**src/rtl/target_generator_pkg.sv**
```systemverilog
// Shared constants for the snake target generator: master-state codes, grid size,
// FSM encodings and LFSR setup. SnakeControl imports the same package.
package target_generator_pkg;

  localparam logic [1:0] MS_IDLE = 2'd0;
  localparam logic [1:0] MS_PLAY = 2'd1;
  localparam logic [1:0] MS_OVER = 2'd2;

  localparam logic [7:0] H_CELLS = 8'd160;
  localparam logic [6:0] V_CELLS = 7'd120;
  localparam logic [7:0] H_INIT  = 8'd80;
  localparam logic [6:0] V_INIT  = 7'd60;

  localparam logic [7:0] H_SEED  = 8'hA5;
  localparam logic [6:0] V_SEED  = 7'h2B;

  // Feedback masks realise s[n+W] = XOR of the polynomial's lower terms, oldest bit in the MSB.
  localparam logic [7:0] H_TAPS  = 8'h8E;  // x^8+x^6+x^5+x^4+1
  localparam logic [6:0] V_TAPS  = 7'h41;  // x^7+x^6+1

  typedef logic [1:0] fsm_state_t;
  localparam fsm_state_t ST_IDLE    = 2'd0;
  localparam fsm_state_t ST_PICK    = 2'd1;
  localparam fsm_state_t ST_WAIT_LO = 2'd2;
  localparam fsm_state_t ST_ARMED   = 2'd3;

  // LFSR values never reach twice the grid size, so one conditional subtract folds them in range.
  function automatic logic [7:0] reduce_h(input logic [7:0] x);
    return (x >= H_CELLS) ? x - H_CELLS : x;
  endfunction

  function automatic logic [6:0] reduce_v(input logic [6:0] x);
    return (x >= V_CELLS) ? x - V_CELLS : x;
  endfunction

endpackage

```
**src/rtl/target_generator_lfsr.sv**
```systemverilog
// Free-running Fibonacci LFSR: shifts left every cycle, feedback is the parity of the tapped bits.
module target_generator_lfsr #(
  parameter int               WIDTH = 8,
  parameter logic [WIDTH-1:0] TAPS  = '1,
  parameter logic [WIDTH-1:0] SEED  = '1
) (
  input  logic             clk,
  input  logic             reset_n,
  output logic [WIDTH-1:0] q
);

  always_ff @(posedge clk or negedge reset_n) begin
    if (!reset_n) q <= SEED;
    else          q <= {q[WIDTH-2:0], ^(q & TAPS)};
  end

endmodule

```
**src/rtl/target_generator.sv**
```systemverilog
// Snake target generator: places pseudo-random targets on the grid and counts captures.
// Define TARGET_SCORE_EN to build the score counter; otherwise score is tied to zero.
module target_generator
  import target_generator_pkg::*;
(
  input  logic       clk,
  input  logic       reset_n,
  input  logic [1:0] m_state,
  input  logic       reached,
  output logic [7:0] target_h,
  output logic [6:0] target_v,
  output logic       new_target,
  output logic [7:0] score,
  output logic [1:0] dbg_state
);

  logic [7:0] lfsr_h;
  logic [6:0] lfsr_v;
  fsm_state_t state, state_nxt;
  logic       playing;
  logic       capture;
  logic       game_start;

  target_generator_lfsr #(.WIDTH(8), .TAPS(H_TAPS), .SEED(H_SEED)) u_lfsr_h (
    .clk     (clk),
    .reset_n (reset_n),
    .q       (lfsr_h)
  );

  target_generator_lfsr #(.WIDTH(7), .TAPS(V_TAPS), .SEED(V_SEED)) u_lfsr_v (
    .clk     (clk),
    .reset_n (reset_n),
    .q       (lfsr_v)
  );

  assign playing    = (m_state == MS_PLAY);
  assign capture    = playing && (state == ST_ARMED) && reached;
  assign game_start = playing && (state == ST_IDLE);
  assign dbg_state  = state;

  // Leaving play from any state returns to IDLE; REACHED only counts once re-armed by a low.
  always_comb begin
    state_nxt = state;
    if (!playing) begin
      state_nxt = ST_IDLE;
    end else begin
      case (state)
        ST_IDLE:    state_nxt = ST_PICK;
        ST_PICK:    state_nxt = ST_WAIT_LO;
        ST_WAIT_LO: if (!reached) state_nxt = ST_ARMED;
        ST_ARMED:   if (capture) state_nxt = ST_PICK;
        default:    state_nxt = ST_IDLE;
      endcase
    end
  end

  always_ff @(posedge clk or negedge reset_n) begin
    if (!reset_n) begin
      state      <= ST_IDLE;
      target_h   <= H_INIT;
      target_v   <= V_INIT;
      new_target <= 1'b0;
    end else begin
      state      <= state_nxt;
      new_target <= playing && (state == ST_PICK);
      if (!playing) begin
        target_h <= H_INIT;
        target_v <= V_INIT;
      end else if (state == ST_PICK) begin
        target_h <= reduce_h(lfsr_h);
        target_v <= reduce_v(lfsr_v);
      end
    end
  end

`ifdef TARGET_SCORE_EN
  logic [7:0] score_q;

  // Cleared on game start, held through game-over, saturates at 255.
  always_ff @(posedge clk or negedge reset_n) begin
    if (!reset_n)                          score_q <= 8'd0;
    else if (game_start)                   score_q <= 8'd0;
    else if (capture && score_q != 8'hFF)  score_q <= score_q + 8'd1;
  end

  assign score = score_q;
`else
  logic unused_start;
  assign unused_start = game_start;
  assign score        = 8'd0;
`endif

endmodule

```
**config.mk**
```make
export PLATFORM = sky130hd
export DESIGN_NAME = target_generator
export DESIGN_NICKNAME = d
export VERILOG_FILES = /design/src/rtl/target_generator_pkg.sv /design/src/rtl/target_generator_lfsr.sv /design/src/rtl/target_generator.sv
export SDC_FILE = /design/constraint.sdc
export NUM_CORES = 1
export LEC_CHECK = 0
export BUFFER_PORTS_ARGS = -buffer_cell sky130_fd_sc_hd__buf_4
export CAP_MARGIN = 5
export CORE_MARGIN = 1.5
export CORE_UTILIZATION = 56
export CTS_CLUSTER_SIZE = 16
export DETAILED_ROUTE_END_ITERATION = 6
export GPL_TIMING_DRIVEN = 0
export PLACE_DENSITY = 0.82
export SYNTH_ARGS = -nofsm -noshare
export SYNTH_HDL_FRONTEND = slang
export SYNTH_SLANG_ARGS = --single-unit
```
**constraint.sdc**
```tcl
create_clock -name clk -period 3.5 [get_ports clk]
set_input_delay 0.7 -clock clk [delete_from_list [all_inputs] [get_ports clk]]
set_output_delay 0.7 -clock clk [all_outputs]
set_load 0.1 [all_outputs]
```
Word level (Yosys, flattened, before mapping)
Cells that the tools add are included.
{ "totals": {"in_bits": 5, "ff_bits": 33, "mem_count": 0, "ramBits": 0, "latchBits": 0, "out_inout_bits": 26, "rom_bits": 0, "word_cells": 34} }
{ "classes": {"multipliers": 0, "n_lt_le_gt_ge": 2, "n_addsub": 2, "div": 0, "n_eq_ne": 7, "n_mux": 10, "n_reduce_logical": 7, "n_bitwise": 0, "n_shift": 0} }
{ "ops": {"columns": ["op", "count"], "rows": [
  ["$mux 8", 3],
  ["$mux 7", 3],
  ["$ge 8x8->1 const B", 1],
  ["$pmux 2 s4", 1],
  ["$reduce_xor 8->1", 1],
  ["$sub 8x8->8 const B", 1],
  ["$ge 7x7->1 const B", 1],
  ["$reduce_xor 7->1", 1],
  ["$sub 7x7->7 const B", 1],
  ["$mux 2", 3],
  ["$ne 3x3->1 const B", 2],
  ["$eq 2x1->1 const B", 2],
  ["$eq 2x2->1 const B", 2],
  ["$logic_and 1x1->1", 3],
  ["$logic_not 2->1", 1],
  ["$ne 2x1->1 const B", 1],
  ["$reduce_and 2->1", 1]
]} }

Longest topological paths before layout
Gate-level depths: netlist of run 1.
{ "depth": {"word_depth": 6, "ltp_mapped": 6, "ltp_nobuf": 5} }

By module
From an unflattened synthesis of run 1, not the netlist that was laid out.
{ "hier_totals": {"cells_unflattened": 118, "hier_area_um2": 1411.4} }
{ "modules_own_cells": {"columns": ["mod", "cells_each", "area_per_inst_um2", "instances", "seq_area_each_um2"], "rows": [
  ["target_generator", 99, 991.0, 1, 457.9],
  ["target_generator_lfsr (u_lfsr_h)", 11, 231.5, 1, 205.2],
  ["target_generator_lfsr (u_lfsr_v)", 8, 188.9, 1, 180.2]
]} }

Least setup slack after synthesis of run 1
No wires, ideal clock.
{ "synth_path": {"kind": "register to register", "startpoint": "register state[0], in the netlist dbg_state[0]", "endpoint": "register target_h[3]", "setup_ps": 122, "path_buffers": 2, "slack_ps": 1593, "synth_period_minus_slack_ps": 1907, "t_arrival_ps": 1784, "path_stages_with_launch": 6, "required_time_ps": 3378, "path_cell_list": "dfrtp_1 ha_1 buf_4 buf_4 mux2i_1 nor2_1"} }
{ "synth_between": {"elab_chain_cells": 2} }
{ "synth_lines": {"columns": ["item", "line", "rtl"], "rows": [
  ["start: declaration", "target_generator.sv:19", "fsm_state_t state, state_nxt;"],
  ["start signal: assignment", "target_generator.sv:64", "state <= state_nxt;"],
  ["$eq 2x1->1", "target_generator.sv:69", "end else if (state == ST_PICK) begin"],
  ["$ne 2x1->1 (no source line)", null, null],
  ["end signal: assignment", "target_generator.sv:70", "target_h <= reduce_h(lfsr_h);"],
  ["end: declaration", "target_generator.sv:10", "output logic [7:0] target_h,"]
]} }
Every way passes these cells.
A chain may end at the register's enable or synchronous reset.

Final worst setup path of run 1
{ "layout_path": {"startpoint": "register target_h[4]", "endpoint": "output port target_h[4]"} }
No word-level cell between the ends.

==> out/summary.txt, run 1 <==
Post-DP Area - 1650 µm²
TNS Setup - 0 ns
initial antenna violation count - 0
vias per inst - 5.09
Clock Skews - 0.00260 ns
crit end category - output pin
CTS max path bufs - 2
post-synth cell types - 28
Worst VDD drop - 0.320 mV
area delta synth->final - 21.1%
fmax - 538 MHz
CTS tree - yes
H-tree Lvls - 2
Leakage Power - 0.803 nW
post-cts gate resize count - 0
CTS buffer count - 5
Worst Path Required - 2.80 ns
Cell Rows - 18
clock share of power - 0.321
Die W - 53.3 µm
top-level I/O count - 31
final setup margin - 1.64 ns
worst hold path class - input pin to asynchronous set/reset pin
Fillers - 175
wire per inst - 13.6 µm
DRC Markers - 0
length of the first detailed-routing pass in iterations - 4
Synth Instances - 120
Clk Latency, worst-skew pair - 0.33 ns
setup bufs post-CTS - 0
status - complete, no violations
Slew Limit Fails - 0
via count - 952
global-route wire length before repair - 4.18 mm
Design Area, Final - 1720 µm²
Initial Util - 0.582
largest net degree at the start of global routing - 34
# diodes - 0
pwr/cell area - 441 nW/µm²
Fin. Hold Viols - 0
WP data arrival - 1.16 ns
Initial DRC Count - 13
Sw Ratio - 0.300
commonest non-fill, non-tap cell in the layout - buf_4
fin crit period - 1.86 ns
Synth async-reset ratio - 1.00
crit path kind - flip-flop to output pin
Multi-input gate area - 489 µm²
# port buffers - 22
clock slew at reported path FFs - 0.10 ns
synthesized cell area - 1420 µm²
Startpoint Class - flip-flop
Detail Route Antenna Nets - 0
max-cap violations - 0
syn_area_per_cell - 11.8 µm²
sequential cell area fraction in the yosys report - 0.595
ys flop type - dfrtp_1
detailed placer's ending HPWL - 1.80 mm
final WL - 2.55 mm
nets@finish - 167
root buffer cell - clkbuf_4
yosys synthesis warning count - 0
Sequential cell area - 843 µm²
Critical-path top delay cell - dfstp_2
EDFF count, synth - 0
Final period util - 0.531
Psw - 0.000227 W
chip height - 53.3 µm
worst slack, placed - 1.80 ns
Critical Path, Cell by Cell - buf_4
vias in the first global route - 925
clock sinks - 33
RSZ-0062 raised after global routing - no
worst stage delay on the critical path - 0.55 ns
overall fraction of global-route tracks in use - 0.214
Seq pwr share - 0.518
Crit Path Max Fanout - 2
P_int - 0.000529 W
core box area - 2430 µm²
hold buffers post-CTS - 0
Crit path max-delay family - flip-flops
WP buf/inv - 1
Setup-failing EPs final - 0
Die Footprint - 2840 µm²
routability-driven placement congestion ratio - 0.757
proportion of layout cells with a drive suffix above 1 - 0.369
grt total ovfl - 0
flops & latches, synth - 33
commonest non-fill, non-tap cells in the layout - buf_4 (32), dfrtp_1 (19), dfstp_2 (14)
Combinational Power Share - 0.161
state kept, by name, summed over array words and instances, names as in the netlist:
signal,count
target_v,7
target_h,8
u_lfsr_v.q,7
dbg_state,2
u_lfsr_h.q,8
new_target,1
cell families (layout without fill, tap and decap cells):
logic type      count (synthesis)  count (layout)  synth area share
compound gates                 17              17            0.0804
xor+xnor                        3               3            0.0186
fa+ha+maj                       6               6            0.0530
buf+inv                        19              49            0.0777
flops                          33              33             0.595
mux                            10              10            0.0707
other cells                     1               8           0.00265
simple gates                   31              31             0.102
final cells by class:
class / instances / share of cell area
inverter: 7 / 0.0153
multi-input combinational: 75 / 0.285
clock inverter: 1 / 0.00292
tap: 30 / 0.0219
buffer: 12 / 0.0489
timing repair buffer: 22 / 0.0963
clock buffer: 7 / 0.0379
sequential: 33 / 0.492
routing by layer:
layer	part of all wire	GRT usage	vias up
li1	-	-	463
met1	0.43	0.257	457
met2	0.51	0.348	27
met3	0.051	0.0650	5
met4	0.015	0.103	0
met5	0	0	-
synth_stat cells (2+ instances only):
cell type	instances	area share
buf_4	10	0.053
o21ai_0	2	0.0071
nor2_1	11	0.029
mux2i_1	10	0.071
a21oi_1	7	0.025
nand2_1	8	0.021
inv_1	7	0.019
nor2b_1	2	0.0088
ha_1	6	0.053
dfstp_2	14	0.26
xnor2_1	2	0.012
nand2b_1	2	0.0088
dfrtp_1	19	0.34
a211oi_1	2	0.011
nand3_1	5	0.018
metrics by stage:
| step | hold slack (ns) | util | cells | total power (W) |
|---|---|---|---|---|
| 2_1_floorplan | 0.354 | - | 127 | 0.000496 |
| 6_report | 0.287 | 0.705 | 187 | 0.000756 |
| 3_5_place_dp | 0.380 | 0.676 | 179 | 0.000520 |
| 4_1_cts | 0.288 | 0.705 | 187 | 0.000764 |
| 3_3_place_gp | 0.368 | 0.676 | 179 | 0.000518 |
| 5_1_grt | 0.307 | 0.705 | 187 | 0.000783 |
final timing paths:
| path | startpoint | endpoint | slack, ns | depth (start not counted) |
|---|---|---|---|---|
| max in group asynchronous | reset_n | target_h[6]$_DFFE_PN1P_ | 2.89 | 1 |
| hold / removal | reset_n | target_v[6]$_DFFE_PN0P_ | 0.29 | 1 |
| setup / recovery | target_h[4]$_DFFE_PN1P_ | target_h[4] | 1.64 | 1 |
| setup reg to reg | dbg_state[1]$_DFFE_PN0P_ | target_v[3]$_DFFE_PN1P_ | 2.08 | 5 |
| min in group clk | u_lfsr_v.q[0]$_DFF_PN1_ | u_lfsr_v.q[1]$_DFF_PN1_ | 0.40 | 0 |
| hold reg to reg | u_lfsr_v.q[0]$_DFF_PN1_ | u_lfsr_v.q[1]$_DFF_PN1_ | 0.40 | 0 |
power groups by stage:
stage	Clock (W)	Combinational, W	Sequential, W
2_1_floorplan	0	0.0000659	0.000430
3_3_place_gp	0	0.000120	0.000398
3_5_place_dp	0	0.000122	0.000398
4_1_cts	0.000250	0.000123	0.000391
5_1_grt	0.000263	0.000129	0.000392
6_report	0.000243	0.000122	0.000391
Note: power is estimated with default switching activity, not from simulation.
==> inputs of run 2 (changes only) <==
CORE_UTILIZATION = 52   (was 56)
PLACE_DENSITY = 0.77   (was 0.82)
clock period = 1.9 ns   (was 3.5 ns; I/O delays follow)
==> out/summary.txt, run 2 (synthesized netlist as in run 1, its figures left out) <==
status - complete, no violations
hold wc startpoint - m_state[1]
clock share of power - 0.277 (-0.044)
clock sinks - 33 (unchanged)
Worst Path Required - 1.52 ns (-1.28 ns)
TNS Setup - 0 ns (unchanged)
RSZ-0062 raised after global routing - no
Critical Path, Cell by Cell - buf_4
nets@finish - 168 (+0.60%)
P_int - 0.000909 W (+72%)
pwr/cell area - 767 nW/µm² (+74%)
number of placed instances, taps included - 179 (unchanged)
Crit path max-delay family - flip-flops
largest net degree at the start of global routing - 34 (unchanged)
Clock Skews - 0.00540 ns (+0.00280 ns)
clock slew at reported path FFs - 0.09 ns (about the same)
proportion of layout cells with a drive suffix above 1 - 0.354 (-0.0150)
Worst Setup SP - target_h[4]$_DFFE_PN1P_
wire per inst - 12.7 µm (-6.9%)
fin crit period - 1.53 ns
Multi-input gate area - 489 µm² (unchanged)
Fin. Hold Viols - 0 (unchanged)
Sw Ratio - 0.305 (+0.00491)
final WL - 2.39 mm (-6.4%)
Crit Path Max Fanout - 2 (unchanged)
crit end category - output pin
# port buffers - 22 (unchanged)
Startpoint Class - flip-flop
H-tree Lvls - 2 (unchanged)
Die Footprint - 3050 µm² (+7.3%)
DRC Markers - 0 (unchanged)
Combinational Power Share - 0.172 (+0.011)
Initial Util - 0.562 (-0.0208)
Critical-path top delay cell - dfstp_2
Psw - 0.000398 W (+76%)
Regs by FF count - target_h x8, u_lfsr_h.q x8
CTS buffer count - 5 (unchanged)
# diodes - 0 (unchanged)
final std cells w/o fill - 188 (+0.53%)
commonest non-fill, non-tap cell in the layout - buf_4
routability-driven placement congestion ratio - 0.732 (-3.3%)
root buffer cell - clkbuf_4
WP buf/inv - 1 (unchanged)
Die W - 55.2 µm (+3.6%)
Sequential cell area - 845 µm² (+0.15%)
Fillers - 226 (+29%)
overall fraction of global-route tracks in use - 0.194 (-0.0202)
length of the first detailed-routing pass in iterations - 4 (unchanged)
Clk Latency, worst-skew pair - 0.32 ns (about the same)
commonest non-fill, non-tap cells in the layout - buf_4 (32), dfrtp_1 (18), dfstp_2 (14)
initial antenna violation count - 0 (unchanged)
worst hold path class - input pin to flip-flop
vias per inst - 5.05 (-0.74%)
Detail Route Antenna Nets - 0 (unchanged)
Initial DRC Count - 9 (-4)
Leakage Power - 0.791 nW (-1.5%)
Slew Limit Fails - 0 (unchanged)
vias in the first global route - 865 (-6.5%)
global-route wire length before repair - 3.88 mm (-7.3%)
top-level I/O count - 31 (unchanged)
grt total ovfl - 0 (unchanged)
Cell Rows - 18 (unchanged)
max-cap violations - 0 (unchanged)
chip height - 55.2 µm (+3.6%)
CTS max path bufs - 2 (unchanged)
detailed placer's ending HPWL - 1.70 mm (-5.4%)
worst stage delay on the critical path - 0.54 ns (about the same)
Final period util - 0.804
crit path kind - flip-flop to output pin
Worst VDD drop - 0.567 mV (+77%)
via count - 950 (-0.21%)
fmax - 655 MHz
area delta synth->final - 20.4%
core box area - 2520 µm² (+3.7%)
hold slack final - 0.308 ns (+0.0210 ns)
WP data arrival - 1.15 ns (about the same)
CTS tree - yes
Seq pwr share - 0.551 (+0.033)
Setup-failing EPs final - 0 (unchanged)
worst r2r src - dbg_state[1]$_DFFE_PN0P_
-- run 2: area by class of cell --
class,instances,share of cell area
well taps,30,0.0220
repair buffers,23,0.103
multi-input cells,75,0.287
flip-flops and latches,33,0.495
inverters,7,0.0154
plain buffers,12,0.0492
clock buffers,8,0.0286
-- run 2: power groups by stage --
stage | combinational (W) | clock [W] | sequential [W]
6_report | 0.000225 | 0.000362 | 0.000721
5_1_grt | 0.000239 | 0.000402 | 0.000722
4_1_cts | 0.000227 | 0.000381 | 0.000721
3_5_place_dp | 0.000225 | 0 | 0.000734
3_3_place_gp | 0.000223 | 0 | 0.000733
2_1_floorplan | 0.000121 | 0 | 0.000793
-- run 2: path summary, 6_finish.rpt --
path | to | slack (ns) | depth (start not counted)
setup reg to reg | target_h[3]$_DFFE_PN0P_ | 0.48 | 6
max in group asynchronous | u_lfsr_h.q[2]$_DFF_PN1_ | 1.04 | 2
hold / removal | target_h[4]$_DFFE_PN1P_ | 0.31 | 3
hold reg to reg | u_lfsr_h.q[5]$_DFF_PN1_ | 0.39 | 0
min in group asynchronous | target_h[5]$_DFFE_PN0P_ | 0.52 | 2
setup / recovery | target_h[4] | 0.37 | 1
-- run 2: metrics by stage --
stage | setup slack [ns] | util | total power [W] | area [µm²]
global route | 0.325 | 0.676 | 0.00136 | 1710
CTS | 0.343 | 0.676 | 0.00133 | 1710
finish | 0.373 | 0.676 | 0.00131 | 1710
detailed placement | 0.493 | 0.653 | 0.000959 | 1650
floorplan | 0.00866 | - | 0.000914 | 1440
global placement | 0.527 | 0.653 | 0.000956 | 1650
-- run 2: timing repair --
item,in CTS,in global routing
resized for setup,0,0
buffers inserted,0,0
hold buffers,1,0
hold endpoints to repair,19,0
-- run 2: routing by layer --
layer / vias up / track usage / wire length (µm)
met1: 451 / 0.234 / 1060
li1: 465 / - / -
met2: 32 / 0.312 / 1170
met4: 0 / 0.0732 / 15
met3: 2 / 0.0806 / 139
met5: - / 0 / 0
==> inputs of run 3 (changes only) <==
clock period = 1.6 ns   (was 1.9 ns; I/O delays follow)
==> out/summary.txt, run 3 (synthesized netlist as in run 1, its figures left out) <==
CTS max path bufs - 2 (unchanged)
vias per inst - 5.05 (-0.11%)
DRC Markers - 0 (unchanged)
crit path kind - flip-flop to output pin
wire per inst - 13.6 µm (+7.3%)
Die W - 55.2 µm (unchanged)
# port buffers - 22 (unchanged)
final WL - 2.56 mm (+7.3%)
final std cells w/o fill - 188 (unchanged)
Worst VDD drop - 1.10 mV (+94%)
Crit path max-delay family - flip-flops
Fin. Hold Viols - 0 (unchanged)
max-cap violations - 0 (unchanged)
Fillers - 213 (-5.8%)
length of the first detailed-routing pass in iterations - 4 (unchanged)
H-tree Lvls - 2 (unchanged)
clock slew at reported path FFs - 0.10 ns (about the same)
crit end category - output pin
proportion of layout cells with a drive suffix above 1 - 0.373 (+0.0190)
detailed placer's ending HPWL - 1.82 mm (+6.8%)
TNS Setup - 0 ns (unchanged)
Slew Limit Fails - 0 (unchanged)
chip height - 55.2 µm (unchanged)
Initial DRC Count - 11 (+2)
WP buf/inv - 1 (unchanged)
number of placed instances, taps included - 179 (unchanged)
Startpoint Class - flip-flop
via count - 949 (-0.11%)
Final period util - 0.928
RSZ-0062 raised after global routing - no
Initial Util - 0.562 (unchanged)
Cell Rows - 18 (unchanged)
root buffer cell - clkbuf_4
Worst Path Required - 1.28 ns (-0.24 ns)
Setup-failing EPs final - 0 (unchanged)
core box area - 2520 µm² (unchanged)
routability-driven placement congestion ratio - 0.747 (+2.1%)
# diodes - 0 (unchanged)
commonest non-fill, non-tap cell in the layout - buf_4
Crit Path Max Fanout - 2 (unchanged)
global-route wire length before repair - 4.20 mm (+8.4%)
worst slack, placed - 0.162 ns (-0.331 ns)
Critical-path top delay cell - dfstp_2
worst hold path class - input pin to flip-flop
top-level I/O count - 31 (unchanged)
CTS tree - yes
largest net degree at the start of global routing - 34 (unchanged)
Regs by FF count - target_h x8, u_lfsr_h.q x8
grt total ovfl - 0 (unchanged)
CTS buffer count - 5 (unchanged)
fmax - 674 MHz
Leakage Power - 0.809 nW (+2.2%)
fin crit period - 1.48 ns
Die Footprint - 3050 µm² (unchanged)
final setup margin - 0.116 ns (-0.258 ns)
vias in the first global route - 905 (+4.6%)
pwr/cell area - 1010 nW/µm² (+32%)
clock sinks - 33 (unchanged)
Clock Skews - 0.00950 ns (+0.00410 ns)
overall fraction of global-route tracks in use - 0.205 (+0.0111)
commonest non-fill, non-tap cells in the layout - buf_4 (32), dfrtp_1 (17), dfstp_2 (14)
Critical Path, Cell by Cell - buf_4
area delta synth->final - 23.1%
Clk Latency, worst-skew pair - 0.33 ns (about the same)
status - complete, no violations
Detail Route Antenna Nets - 0 (unchanged)
WP data arrival - 1.16 ns (about the same)
initial antenna violation count - 0 (unchanged)
nets@finish - 168 (unchanged)
worst stage delay on the critical path - 0.55 ns (about the same)
==> run 3: metal layers <==
metal	wire length, µm	up-vias	track usage
li1	-	460	-
met1	1070	459	0.241
met2	1330	25	0.353
met3	117	5	0.0565
met4	38	0	0.0854
met5	0	-	0
==> run 3: final timing paths <==
check / start / to / slack [ns] / depth (start not counted)
max: target_v[4]$_DFFE_PN1P_ / target_v[4] / 0.12 / 1
min: m_state[1] / target_h[4]$_DFFE_PN1P_ / 0.25 / 3
max reg2reg: dbg_state[1]$_DFFE_PN0P_ / target_v[3]$_DFFE_PN1P_ / 0.16 / 5
min reg2reg: u_lfsr_h.q[4]$_DFF_PN0_ / u_lfsr_h.q[5]$_DFF_PN1_ / 0.39 / 0
max in group asynchronous: reset_n / u_lfsr_v.q[3]$_DFF_PN1_ / 0.82 / 2
min in group asynchronous: reset_n / target_h[5]$_DFFE_PN0P_ / 0.45 / 2
==> run 3: final cells by class <==
cell class / count / area, µm² / share of cell area
multi-input cells: 75 / 489 / 0.281
flip-flops and latches: 33 / 846 / 0.485
clock inverters: 1 / 30.0 / 0.0172
inverters: 7 / 26.3 / 0.0151
repair buffers: 23 / 175 / 0.101
plain buffers: 12 / 83.8 / 0.0481
clock buffers: 7 / 55.1 / 0.0316
well taps: 30 / 37.5 / 0.0215
==> run 3: repair_timing <==
item                                   4_1_cts  5_1_grt
endpoints found under the hold margin       19        0
hold buffers                                 1        0
resized for setup                            0        0
buffers inserted                             0        0
==> run 3: stage by stage <==
stage | power (W) | hold WS, ns | area (µm²) | utilization
global route | 0.00184 | 0.233 | 1740 | 0.691
detailed placement | 0.00114 | 0.278 | 1650 | 0.653
finish | 0.00177 | 0.245 | 1740 | 0.691
CTS | 0.00179 | 0.236 | 1740 | 0.691
global placement | 0.00113 | 0.271 | 1650 | 0.653
floorplan | 0.00109 | 0.0244 | 1450 | -
==> run 3: where the power goes <==
part           internal [W]  leakage, nW  switching [W]  total (W)
combinational     0.0000561        0.356       0.000213   0.000269
sequential         0.000849        0.407     0.00000712   0.000856
clock              0.000373       0.0455       0.000270   0.000644
